===== config.mk =====
export PLATFORM = sky130hd
export DESIGN_NAME = game_select_sequencer
export DESIGN_NICKNAME = d
export VERILOG_FILES = /design/src/rtl/game_select_sequencer.sv
export SDC_FILE = /design/constraint.sdc
export NUM_CORES = 1
export LEC_CHECK = 0
export ABC_AREA = 0
export CAP_MARGIN = 15
export CELL_PAD_IN_SITES_DETAIL_PLACEMENT = 2
export CELL_PAD_IN_SITES_GLOBAL_PLACEMENT = 2
export CORE_UTILIZATION = 30
export DETAILED_ROUTE_END_ITERATION = 6
export PLACE_DENSITY_LB_ADDON = 0.1
export SYNTH_ARGS = -nofsm -noshare
export SYNTH_HDL_FRONTEND = slang
export SYNTH_SLANG_ARGS = --single-unit

===== constraint.sdc =====
create_clock -name clk -period 3.4 [get_ports clk]
set_input_delay 0.68 -clock clk [delete_from_list [all_inputs] [get_ports clk]]
set_output_delay 0.68 -clock clk [all_outputs]
set_load 0.01 [all_outputs]

===== src/rtl/game_select_sequencer.sv =====
// Game-select pushbutton sequencer: debounced presses advance a pending index that is committed
// after an idle settle window, with a CPU reset pulse on change. `GAME_SEL_HEX_EN adds a 7-seg readout.
module game_select_sequencer #(
    parameter int DEBOUNCE_CYCLES = 500000,
    parameter int SETTLE_CYCLES   = 50000000,
    parameter int RESET_CYCLES    = 1024,
    parameter int NUM_GAMES       = 16
) (
    input  logic       clk,
    input  logic       rst,
    input  logic       count_in,
    output logic [3:0] game_out,
    output logic [3:0] pending_game,
    output logic       reset_cpu,
`ifdef GAME_SEL_HEX_EN
    output logic [6:0] hex_digit,
`endif
    output logic       busy
);

    localparam int DB_W = (DEBOUNCE_CYCLES > 1) ? $clog2(DEBOUNCE_CYCLES) : 1;
    localparam int ST_W = (SETTLE_CYCLES > 1) ? $clog2(SETTLE_CYCLES) : 1;
    localparam int HD_W = (RESET_CYCLES > 1) ? $clog2(RESET_CYCLES) : 1;

    localparam logic [DB_W-1:0] DB_LAST   = DB_W'(DEBOUNCE_CYCLES - 1);
    localparam logic [ST_W-1:0] ST_LAST   = ST_W'(SETTLE_CYCLES - 1);
    localparam logic [HD_W-1:0] HD_LAST   = HD_W'(RESET_CYCLES - 1);
    localparam logic [3:0]      GAME_LAST = 4'(NUM_GAMES - 1);

    typedef enum logic [1:0] {
        IDLE,
        PENDING,
        RESET_HOLD
    } state_t;

    state_t            state;
    logic              sync_p0;
    logic              sync_p1;
    logic              db_level;
    logic [DB_W-1:0]   db_cnt;
    logic [ST_W-1:0]   settle_cnt;
    logic [HD_W-1:0]   hold_cnt;
    logic              press;
    logic [3:0]        next_pending;

    // A press is the cycle in which the debounced level is about to flip from 0 to 1.
    assign press        = sync_p1 && !db_level && (db_cnt == DB_LAST);
    assign next_pending = (pending_game == GAME_LAST) ? 4'd0 : pending_game + 4'd1;

    // Stage p0/p1: metastability synchroniser, then debounce on the p1 sample
    always_ff @(posedge clk) begin
        if (rst) begin
            sync_p0  <= 1'b0;
            sync_p1  <= 1'b0;
            db_level <= 1'b0;
            db_cnt   <= '0;
        end else begin
            sync_p0 <= count_in;
            sync_p1 <= sync_p0;
            if (sync_p1 == db_level) begin
                db_cnt <= '0;
            end else if (db_cnt == DB_LAST) begin
                db_level <= sync_p1;
                db_cnt   <= '0;
            end else begin
                db_cnt <= db_cnt + DB_W'(1);
            end
        end
    end

    // Sequencer: pending index, settle window, commit and reset hold
    always_ff @(posedge clk) begin
        if (rst) begin
            state        <= IDLE;
            pending_game <= 4'd0;
            game_out     <= 4'd0;
            reset_cpu    <= 1'b0;
            busy         <= 1'b0;
            settle_cnt   <= '0;
            hold_cnt     <= '0;
        end else begin
            if (press) begin
                pending_game <= next_pending;
            end
            case (state)
                IDLE: begin
                    if (press) begin
                        state      <= PENDING;
                        busy       <= 1'b1;
                        settle_cnt <= ST_LAST;
                    end
                end
                PENDING: begin
                    if (press) begin
                        settle_cnt <= ST_LAST;
                    end else if (settle_cnt == '0) begin
                        if (pending_game != game_out) begin
                            game_out  <= pending_game;
                            reset_cpu <= 1'b1;
                            hold_cnt  <= HD_LAST;
                            state     <= RESET_HOLD;
                        end else begin
                            state <= IDLE;
                            busy  <= 1'b0;
                        end
                    end else begin
                        settle_cnt <= settle_cnt - ST_W'(1);
                    end
                end
                RESET_HOLD: begin
                    if (hold_cnt == '0) begin
                        reset_cpu <= 1'b0;
                        // A press landing on the final hold cycle still needs a settle window.
                        if (press || (pending_game != game_out)) begin
                            state      <= PENDING;
                            settle_cnt <= ST_LAST;
                        end else begin
                            state <= IDLE;
                            busy  <= 1'b0;
                        end
                    end else begin
                        hold_cnt <= hold_cnt - HD_W'(1);
                    end
                end
                default: begin
                    state <= IDLE;
                    busy  <= 1'b0;
                end
            endcase
        end
    end

`ifdef GAME_SEL_HEX_EN
    function automatic logic [6:0] seg7(input logic [3:0] v);
        case (v)
            4'h0: seg7 = 7'b1000000;
            4'h1: seg7 = 7'b1111001;
            4'h2: seg7 = 7'b0100100;
            4'h3: seg7 = 7'b0110000;
            4'h4: seg7 = 7'b0011001;
            4'h5: seg7 = 7'b0010010;
            4'h6: seg7 = 7'b0000010;
            4'h7: seg7 = 7'b1111000;
            4'h8: seg7 = 7'b0000000;
            4'h9: seg7 = 7'b0010000;
            4'hA: seg7 = 7'b0001000;
            4'hB: seg7 = 7'b0000011;
            4'hC: seg7 = 7'b1000110;
            4'hD: seg7 = 7'b0100001;
            4'hE: seg7 = 7'b0000110;
            default: seg7 = 7'b0001110;
        endcase
    endfunction

    // Display stage: one cycle behind pending_game
    always_ff @(posedge clk) begin
        if (rst) begin
            hex_digit <= 7'b1000000;
        end else begin
            hex_digit <= seg7(pending_game);
        end
    end
`endif

endmodule


==> metrics.yaml, run 1 <==
status: "finished, final reports clean"
cts_sinks: 70
multi_input_area_um2: 2100
drtPass1Iterations: 4
ioPinCount: 13
critPathRequiredTime_ns: 3.67
grt_pass1_vias: 3640
crit_buf_inv: 1
layout_min_cycle_time_ns: 2.81
fin_skew_ns: 0.0102
worstPathArrival_ns: 3.07
fp.dieH_um: 112
post_cts_buffers: 0
synth.avg_cell_area_um2: 8.35
final_nets: 457
cp_slowest_cell: "and4_1"
synth.top_cell.area_share_pct: 38.3
tns_ns: 0
cts_buffers: 9
yosys_warnings: 0
netlist_instances: 438
cts_max_level: 3
synth.distinct_cells: 58
hold_slack_ns: 0.468
clock_latency_ns: 0.34
path_cells: "inv_1 > ha_1 > or3b_2 > nor4_1 > and4_1 > nand3_1 > a21oi_1"
cts_hold_buf: 0
drive_above_1_share_pct: 7.06
core_um2: 11700
fmax_mhz: 356
tightest_slew_ns: 1.16
antenna_left: 0
peakVddDrop_mv: 0.175
cts_tree: "done"
ys_seq_elements: 70
n_antenna_cell: 0
overflow: 0
async_reset_ff_share_pct: 0
syn_nets: 447
cts_root_buf: "clkbuf_16"
antenna_found_initial: 0
num-fill-cells: 1322
place_area_um2: 3950
wl_per_cell_um: 18.9
end_kind: "flip-flop"
io_buffers: 12
syn_area_um2: 3660
fp-row-count: 39
seq_area_frac_synth_pct: 38.3
start_util_pct: 31.4
total_power_mw: 1.73
startpoint_type: "flip-flop"
hold_class: "reg2reg"
grt_max_degree: 37
rsz0062_at_grt: "false"
path_delay_family: "simple AND/OR/NAND/NOR gates"
grt_pass1_wl_mm: 19.2
slew_viol_final: 0
vias: 3415
synthTopCellsByArea: "dfxtp_1 38%, xor2_1 4.8%, nor2_1 4.3%"
clk_pin_slew_ns: 0.06
fin_crit_sh_pct: 82.6
finalHoldViolations: 0
power_leakage_nw: 1.52
cap_violations: 0
cts_resized: 0
dp_hpwl_mm: 7.90
p_per_area_nw_per_um2: 411
via_per_inst: 5.73
crit_path_max_fanout: 9
place_congestion: 0.747
synth_edf_count: 0
finalSetupViolCount: 0
die_w_um: 112
clockBufferDepth: 2
drc: 0
relSlewSlack_pct: 22.5
seq_area_um2: 1400
ys.flop_type: "dfxtp_1"
gr-usage-all-layers_pct: 19.6
drt_iter0_markers: 155
syn_to_final_growth_pct: 15.3
dieArea_um2: 12600
cpPeakStageDelay_ns: 0.56
critical_path_class: "reg2reg"
stdcell_area_um2: 4220
wirelength_mm: 11.3
synth_top_cell_by_area: "dfxtp_1"
==> layer usage <==
metal	GRT usage (%)	share of wire [%]	vias up
met5	0	0	-
met4	7.56	1.4	0
met3	2.92	1.5	11
met2	32.5	47	24
met1	25.6	50	1724
li1	-	-	1656
==> sequential cells by signal, summed over array words and instances, names as in the netlist <==
register      count
game_out          4
sync_p0           1
db_cnt           19
pending_game      4
busy              1
state             2
db_level          1
reset_cpu         1
sync_p1           1
hold_cnt         10
settle_cnt       26
==> worst reg2reg max path, stage by stage (launching register included) <==
cell and delay, ns:
dfxtp_1 0.32, inv_1 0.11, ha_1 0.26, or3b_2 0.49, nor4_1 0.33, and4_1 0.56
nand3_1 0.41, a21oi_1 0.26
==> worst paths after layout <==
path | startpoint | endpoint | slack, ns | depth (start not counted)
min | sync_p0$_SDFF_PP0_ | sync_p1$_SDFF_PP0_ | 0.47 | 1
max | settle_cnt[0]$_SDFFE_PP0P_ | hold_cnt[9]$_SDFFE_PP0P_ | 0.59 | 7
min reg2reg | sync_p0$_SDFF_PP0_ | sync_p1$_SDFF_PP0_ | 0.47 | 1
max reg2reg | settle_cnt[0]$_SDFFE_PP0P_ | hold_cnt[9]$_SDFFE_PP0P_ | 0.59 | 7
==> cells by family (layout without fill, tap and decap cells) <==
| family | count (synthesis) | count (layout) | synth area share [%] |
|---|---|---|---|
| and+or+nand+nor | 189 | 189 | 28.0 |
| AOI/OAI and AO/OA | 98 | 98 | 19.2 |
| DFF | 70 | 70 | 38.3 |
| buffers and inverters | 42 | 57 | 4.41 |
| xor gates and xnor gates | 30 | 30 | 7.18 |
| adders and majority gates | 6 | 6 | 2.05 |
| muxes | 3 | 3 | 0.855 |
==> cells in the final DEF, fill, tap and decap left out, types with 3 or more instances in the layout <==
master           netlist  layout
buf_4                  0       8
o31ai_1                6       6
nand3_1               25      25
clkdlybuf4s50_1        0      11
clkbuf_16              0       9
nor2_1                42      42
nand4_1               16      16
a21oi_1               28      28
clkinv_2               0       3
o21a_1                 4       4
o21ai_0               10      10
nor4_1                10      10
and4_1                 7       7
or4_1                  8       8
nand4b_1               3       3
or3_1                  7       7
ha_1                   6       6
a211o_1                3       3
nand2_1               24      24
o2111a_1               3       3
a31oi_1                6       6
and3_1                 9       9
o311ai_0               4       4
xnor2_1               10      10
nor2b_1                7       7
nor3_1                19      19
xor2_1                20      20
dfxtp_1               70      70
a2111oi_0              4       4
o211a_1                7       7
a211oi_1               5       5
inv_1                 20      20
==> through the flow <==
stage                     setup slack (ns)  util (%)  cells
after floorplan                      0.856         -    438
after global placement               0.678      33.9    580
after detailed placement             0.607      33.9    580
after CTS                            0.594      36.2    596
after global routing                 0.376      36.2    596
final                                0.591      36.2    596
==> area by class of cell <==
cell class | instances | area share, %
Multi-Input combinational cell | 326 | 49.8
Sequential cell | 70 | 33.2
Clock buffer | 12 | 5.84
Timing Repair Buffer | 21 | 4.63
Tap cell | 143 | 4.24
Inverter | 20 | 1.78
Clock inverter | 4 | 0.534
==> where the power goes <==
group          internal (mW)  total, mW  switching (mW)  leakage (nW)
clock                  0.511      0.884           0.373         0.132
combinational        0.00794     0.0276          0.0197         0.826
sequential             0.822      0.822        0.000788         0.564
total                   1.34       1.73           0.394          1.52
==> cells in the mapped netlist (16+ instances only) <==
library cell  number
a21oi_1           28
nor2_1            42
dfxtp_1           70
inv_1             20
nand3_1           25
clkbuf_1          18
nand4_1           16
nor3_1            19
xor2_1            20
nand2_1           24
Power figures use the tool's default switching activity.
==> inputs of run 2 (changes only) <==
clock period = 2.8 ns   (was 3.4 ns; I/O delays follow)
==> metrics.yaml, run 2 (synthesis results as in run 1) <==
status: "finished, final reports clean"
cpPeakStageDelay_ns: 0.50  # -0.06 ns
final_cell_mix: "70 x dfxtp_1, 42 x nor2_1, 27 x a21oi_1"
path_delay_family: "simple AND/OR/NAND/NOR gates"
final_common_cell: "dfxtp_1"
ioPinCount: 13  # unchanged
startpoint_type: "flip-flop"
cts_hold_buf: 0  # unchanged
peakVddDrop_mv: 0.185  # +5.8%
core_um2: 11700  # unchanged
drc: 0  # unchanged
end_kind: "flip-flop"
grt_pass1_vias: 3617  # -0.63%
fin_skew_ns: 0.00965  # -0.000548 ns
via_per_inst: 5.66  # -1.3%
hold_class: "reg2reg"
cts_max_level: 3  # unchanged
cp_slowest_cell: "or3b_2"
critical_path_class: "reg2reg"
r2r_start: "settle_cnt[0]$_SDFFE_PP0P_"
antenna_left: 0  # unchanged
drt_iter0_markers: 154  # -0.65%
grt_pass1_wl_mm: 18.8  # -2.3%
antenna_found_initial: 0  # unchanged
cts_tree: "done"
io_buffers: 12  # unchanged
min_path_cells: 1  # unchanged
vias: 3399  # -0.47%
cap_violations: 0  # unchanged
fp.dieH_um: 112  # unchanged
post_cts_buffers: 0  # unchanged
wl_per_cell_um: 18.4  # -2.6%
worstPathArrival_ns: 2.84  # -0.23 ns
overflow: 0  # unchanged
start_util_pct: 31.4  # unchanged
clock_latency_ns: 0.34  # about the same
finish.utilization_pct: 36.9  # +0.73 points
startpoint: "settle_cnt[0]$_SDFFE_PP0P_"
cts_resized: 0  # unchanged
fp-row-count: 39  # unchanged
path_cells: "inv_1 > ha_1 > or3b_2 > nor4_2 > a21oi_2 > o211ai_1 > buf_12 > mux2_2"
slew_viol_final: 0  # unchanged
gr-usage-all-layers_pct: 19.1  # -0.44 points
cts_sinks: 70  # unchanged
cts_buffers: 9  # unchanged
placed_cells: 587  # +1.2%
layout_min_cycle_time_ns: 2.61  # -0.199 ns
relSlewSlack_pct: 53.2  # +31 points
dp_hpwl_mm: 7.90  # about the same
drive_above_1_share_pct: 8.73  # +1.7 points
final_cells: 601  # +0.84%
grt_max_degree: 34  # -8.1%
fmax_mhz: 383  # +7.6%
rsz0062_at_grt: "false"
final_nets: 464  # +1.5%
place_congestion: 0.736  # -1.4%
crit_path_max_fanout: 14  # +5
reg_top3: "settle_cnt x26, db_cnt x19, hold_cnt x10"
tightest_slew_ns: 0.697  # -0.460 ns
tns_ns: 0  # unchanged
clk_pin_slew_ns: 0.06  # about the same
p_per_area_nw_per_um2: 481  # +17%
drtPass1Iterations: 4  # unchanged
fin_crit_sh_pct: 93.2  # +11 points
worstRegToRegCells: 8  # +1
largest_reg_flops: 26  # unchanged
syn_to_final_growth_pct: 17.6
finalSetupViolCount: 0  # unchanged
power_leakage_nw: 1.56  # +2.5%
top_register: "settle_cnt"
die_w_um: 112  # unchanged
finalHoldViolations: 0  # unchanged
critPathRequiredTime_ns: 3.03  # -0.64 ns
clockBufferDepth: 2  # unchanged
cp.depth: 8  # +1
wirelength_mm: 11.1  # -1.8%
dieArea_um2: 12600  # unchanged
min_from: "db_cnt[0]$_SDFF_PP0_"
n_antenna_cell: 0  # unchanged
crit_buf_inv: 2  # +1
cts_root_buf: "clkbuf_16"
==> run 2: cell type report <==
class / count / area (um2)
clock buffers: 13 / 250
clock inverters: 1 / 7.51
fillers: 1324 / 7360
inverters: 20 / 75.1
multi-input cells: 326 / 2120
flip-flops and latches: 70 / 1400
well taps: 143 / 179
repair buffers: 28 / 273
==> run 2: power by group <==
group	switching [mW]	internal [mW]	leakage, nW
sequential	0.00101	0.998	0.564
combinational	0.0243	0.00968	0.875
clock	0.425	0.615	0.122
total	0.450	1.62	1.56
==> run 2: path summary, 6_finish.rpt <==
kind | end | slack [ns]
setup / recovery | settle_cnt[1]$_SDFFE_PP0P_ | 0.19
hold / removal | db_cnt[0]$_SDFF_PP0_ | 0.46
setup reg to reg | settle_cnt[1]$_SDFFE_PP0P_ | 0.19
hold reg to reg | db_cnt[0]$_SDFF_PP0_ | 0.46
==> run 2: metrics by stage <==
| step | total power [mW] | setup slack (ns) | instance area (um2) | hold slack [ns] |
|---|---|---|---|---|
| 2_1_floorplan | 1.04 | 0.256 | 3660 | 0.414 |
| 3_3_place_gp | 1.05 | 0.187 | 4030 | 0.421 |
| 3_5_place_dp | 1.06 | 0.100 | 4030 | 0.451 |
| 4_1_cts | 2.10 | 0.120 | 4290 | 0.461 |
| 5_1_grt | 2.15 | 0.0386 | 4300 | 0.487 |
| 6_report | 2.07 | 0.190 | 4300 | 0.458 |
==> run 2: per-layer routing <==
| layer | global-route usage, % | vias to the layer above | part of all wire, % |
|---|---|---|---|
| met4 | 7.56 | 0 | 1.6 |
| met3 | 3.08 | 12 | 1.6 |
| met5 | 0 | - | 0 |
| met1 | 25.2 | 1696 | 50 |
| li1 | - | 1669 | - |
| met2 | 31.3 | 22 | 47 |
==> inputs of run 3 (changes only) <==
MAX_ROUTING_LAYER = met4   (was unset)
==> metrics.yaml, run 3 (synthesis results as in run 1) <==
fmax_mhz: 383  # about the same
worstRegToRegCells: 8  # unchanged
setup_slack_ns: 0.189  # -0.00172 ns
cts_sinks: 70  # unchanged
reg_top3: "settle_cnt x26, db_cnt x19, hold_cnt x10"
drive_above_1_share_pct: 8.73  # unchanged
finalSetupViolCount: 0  # unchanged
relSlewSlack_pct: 53.3  # +0.13 points
antenna_found_initial: 0  # unchanged
die_w_um: 112  # unchanged
power_leakage_nw: 1.56  # about the same
place_area_um2: 4030  # unchanged
top_register: "settle_cnt"
layout_min_cycle_time_ns: 2.61  # +0.00172 ns
crit_path_max_fanout: 14  # unchanged
core_um2: 11700  # unchanged
place_congestion: 0.745  # +1.2%
cts_hold_buf: 0  # unchanged
ioPinCount: 13  # unchanged
finish.utilization_pct: 36.9  # unchanged
grt_max_degree: 34  # unchanged
status: "finished, final reports clean"
largest_reg_flops: 26  # unchanged
startpoint_type: "flip-flop"
critPathRequiredTime_ns: 3.04  # about the same
final_cells: 601  # unchanged
r2r_start: "settle_cnt[0]$_SDFFE_PP0P_"
dp_hpwl_mm: 7.90  # unchanged
clk_pin_slew_ns: 0.06  # about the same
fin_crit_sh_pct: 93.3  # about the same
min_from: "db_cnt[0]$_SDFF_PP0_"
num-fill-cells: 1324  # unchanged
cts_tree: "done"
drtPass1Iterations: 4  # unchanged
fp-row-count: 39  # unchanged
overflow: 0  # unchanged
placed_cells: 587  # unchanged
cap_violations: 0  # unchanged
stdcell_area_um2: 4300  # unchanged
min_to: "db_cnt[0]$_SDFF_PP0_"
syn_to_final_growth_pct: 17.6  # unchanged
peakVddDrop_mv: 0.185  # +0.30%
min_path_cells: 1  # unchanged
total_power_mw: 2.08  # +0.19%
r2r_setup_slack_ns: 0.19  # about the same
final_nets: 464  # unchanged
grt_pass1_wl_mm: 18.8  # +0.11%
via_per_inst: 5.65  # about the same
vias: 3398  # -0.029%
critical_path_class: "reg2reg"
cts_max_level: 3  # unchanged
grt_pass1_vias: 3617  # unchanged
hold_slack_ns: 0.458  # unchanged
cts_buffers: 9  # unchanged
hold_class: "reg2reg"
fin_skew_ns: 0.0113  # +0.00167 ns
start_util_pct: 31.4  # unchanged
wl_per_cell_um: 18.4  # about the same
finalHoldViolations: 0  # unchanged
io_buffers: 12  # unchanged
final_common_cell: "dfxtp_1"
cts_root_buf: "clkbuf_16"
clockBufferDepth: 2  # unchanged
antenna_left: 0  # unchanged
rsz0062_at_grt: "false"
n_antenna_cell: 0  # unchanged
gr-usage-all-layers_pct: 19.7  # +0.61 points
wirelength_mm: 11.1  # about the same
clock_latency_ns: 0.34  # about the same
tns_ns: 0  # unchanged
drt_iter0_markers: 170  # +10%
tightest_slew_ns: 0.695  # -0.00193 ns
final_cell_mix: "70 x dfxtp_1, 42 x nor2_1, 27 x a21oi_1"
r2r_end: "settle_cnt[1]$_SDFFE_PP0P_"
preCtsSetupSlack_ns: 0.100  # unchanged
worstPathArrival_ns: 2.85  # about the same
fp.dieH_um: 112  # unchanged
drc: 0  # unchanged
p_per_area_nw_per_um2: 482  # +0.19%
slew_viol_final: 0  # unchanged
dieArea_um2: 12600  # unchanged
end_kind: "flip-flop"
## run 3: power breakdown
group	leakage, nW	switching, mW	total (mW)	internal (mW)
registers	0.564	0.00101	0.999	0.998
logic	0.876	0.0244	0.0341	0.00968
clock network	0.122	0.428	1.04	0.615
## run 3: area by class of cell
| cell class | instances | area, um2 | area share, % |
|---|---|---|---|
| Sequential cell | 70 | 1400 | 32.6 |
| Multi-Input combinational cell | 326 | 2120 | 49.2 |
| Clock inverter | 1 | 7.51 | 0.174 |
| Inverter | 20 | 75.1 | 1.74 |
| Clock buffer | 13 | 250 | 5.81 |
| Tap cell | 143 | 179 | 4.16 |
| Timing Repair Buffer | 28 | 273 | 6.34 |
## run 3: repair_timing
item	4_1_cts	5_1_grt
buffers inserted	0	0
setup endpoints to repair	0	5
gates resized for setup	0	5
## run 3: layer usage
layer  vias to the layer above  global-route usage (%)  share of wire, %
met2                        22                    31.3                47
li1                       1672                       -                 -
met1                      1690                    25.3                50
met5                         -                       -                 0
met4                         0                    7.56               1.6
met3                        14                    3.08               1.6
## run 3: worst max-delay path by stage
stage	from	end	slack, ns
6_report	settle_cnt[0]$_SDFFE_PP0P_	settle_cnt[1]$_SDFFE_PP0P_	0.19
5_1_grt	db_cnt[8]$_SDFF_PP0_	settle_cnt[14]$_SDFFE_PP0P_	0.002
4_1_cts	settle_cnt[0]$_SDFFE_PP0P_	settle_cnt[23]$_SDFFE_PP0P_	0.12
3_5_place_dp	settle_cnt[0]$_SDFFE_PP0P_	settle_cnt[23]$_SDFFE_PP0P_	0.10
3_3_place_gp	settle_cnt[0]$_SDFFE_PP0P_	settle_cnt[18]$_SDFFE_PP0P_	0.19
2_1_floorplan	settle_cnt[9]$_SDFFE_PP0P_	settle_cnt[24]$_SDFFE_PP0P_	0.26
## run 3: critical path: stages (launching register included)
cell,delay (ns)
dfxtp_1,0.33
inv_1,0.11
ha_1,0.26
or3b_2,0.50
nor4_2,0.30
a21oi_2,0.16
o211ai_1,0.31
buf_12,0.19
mux2_2,0.33
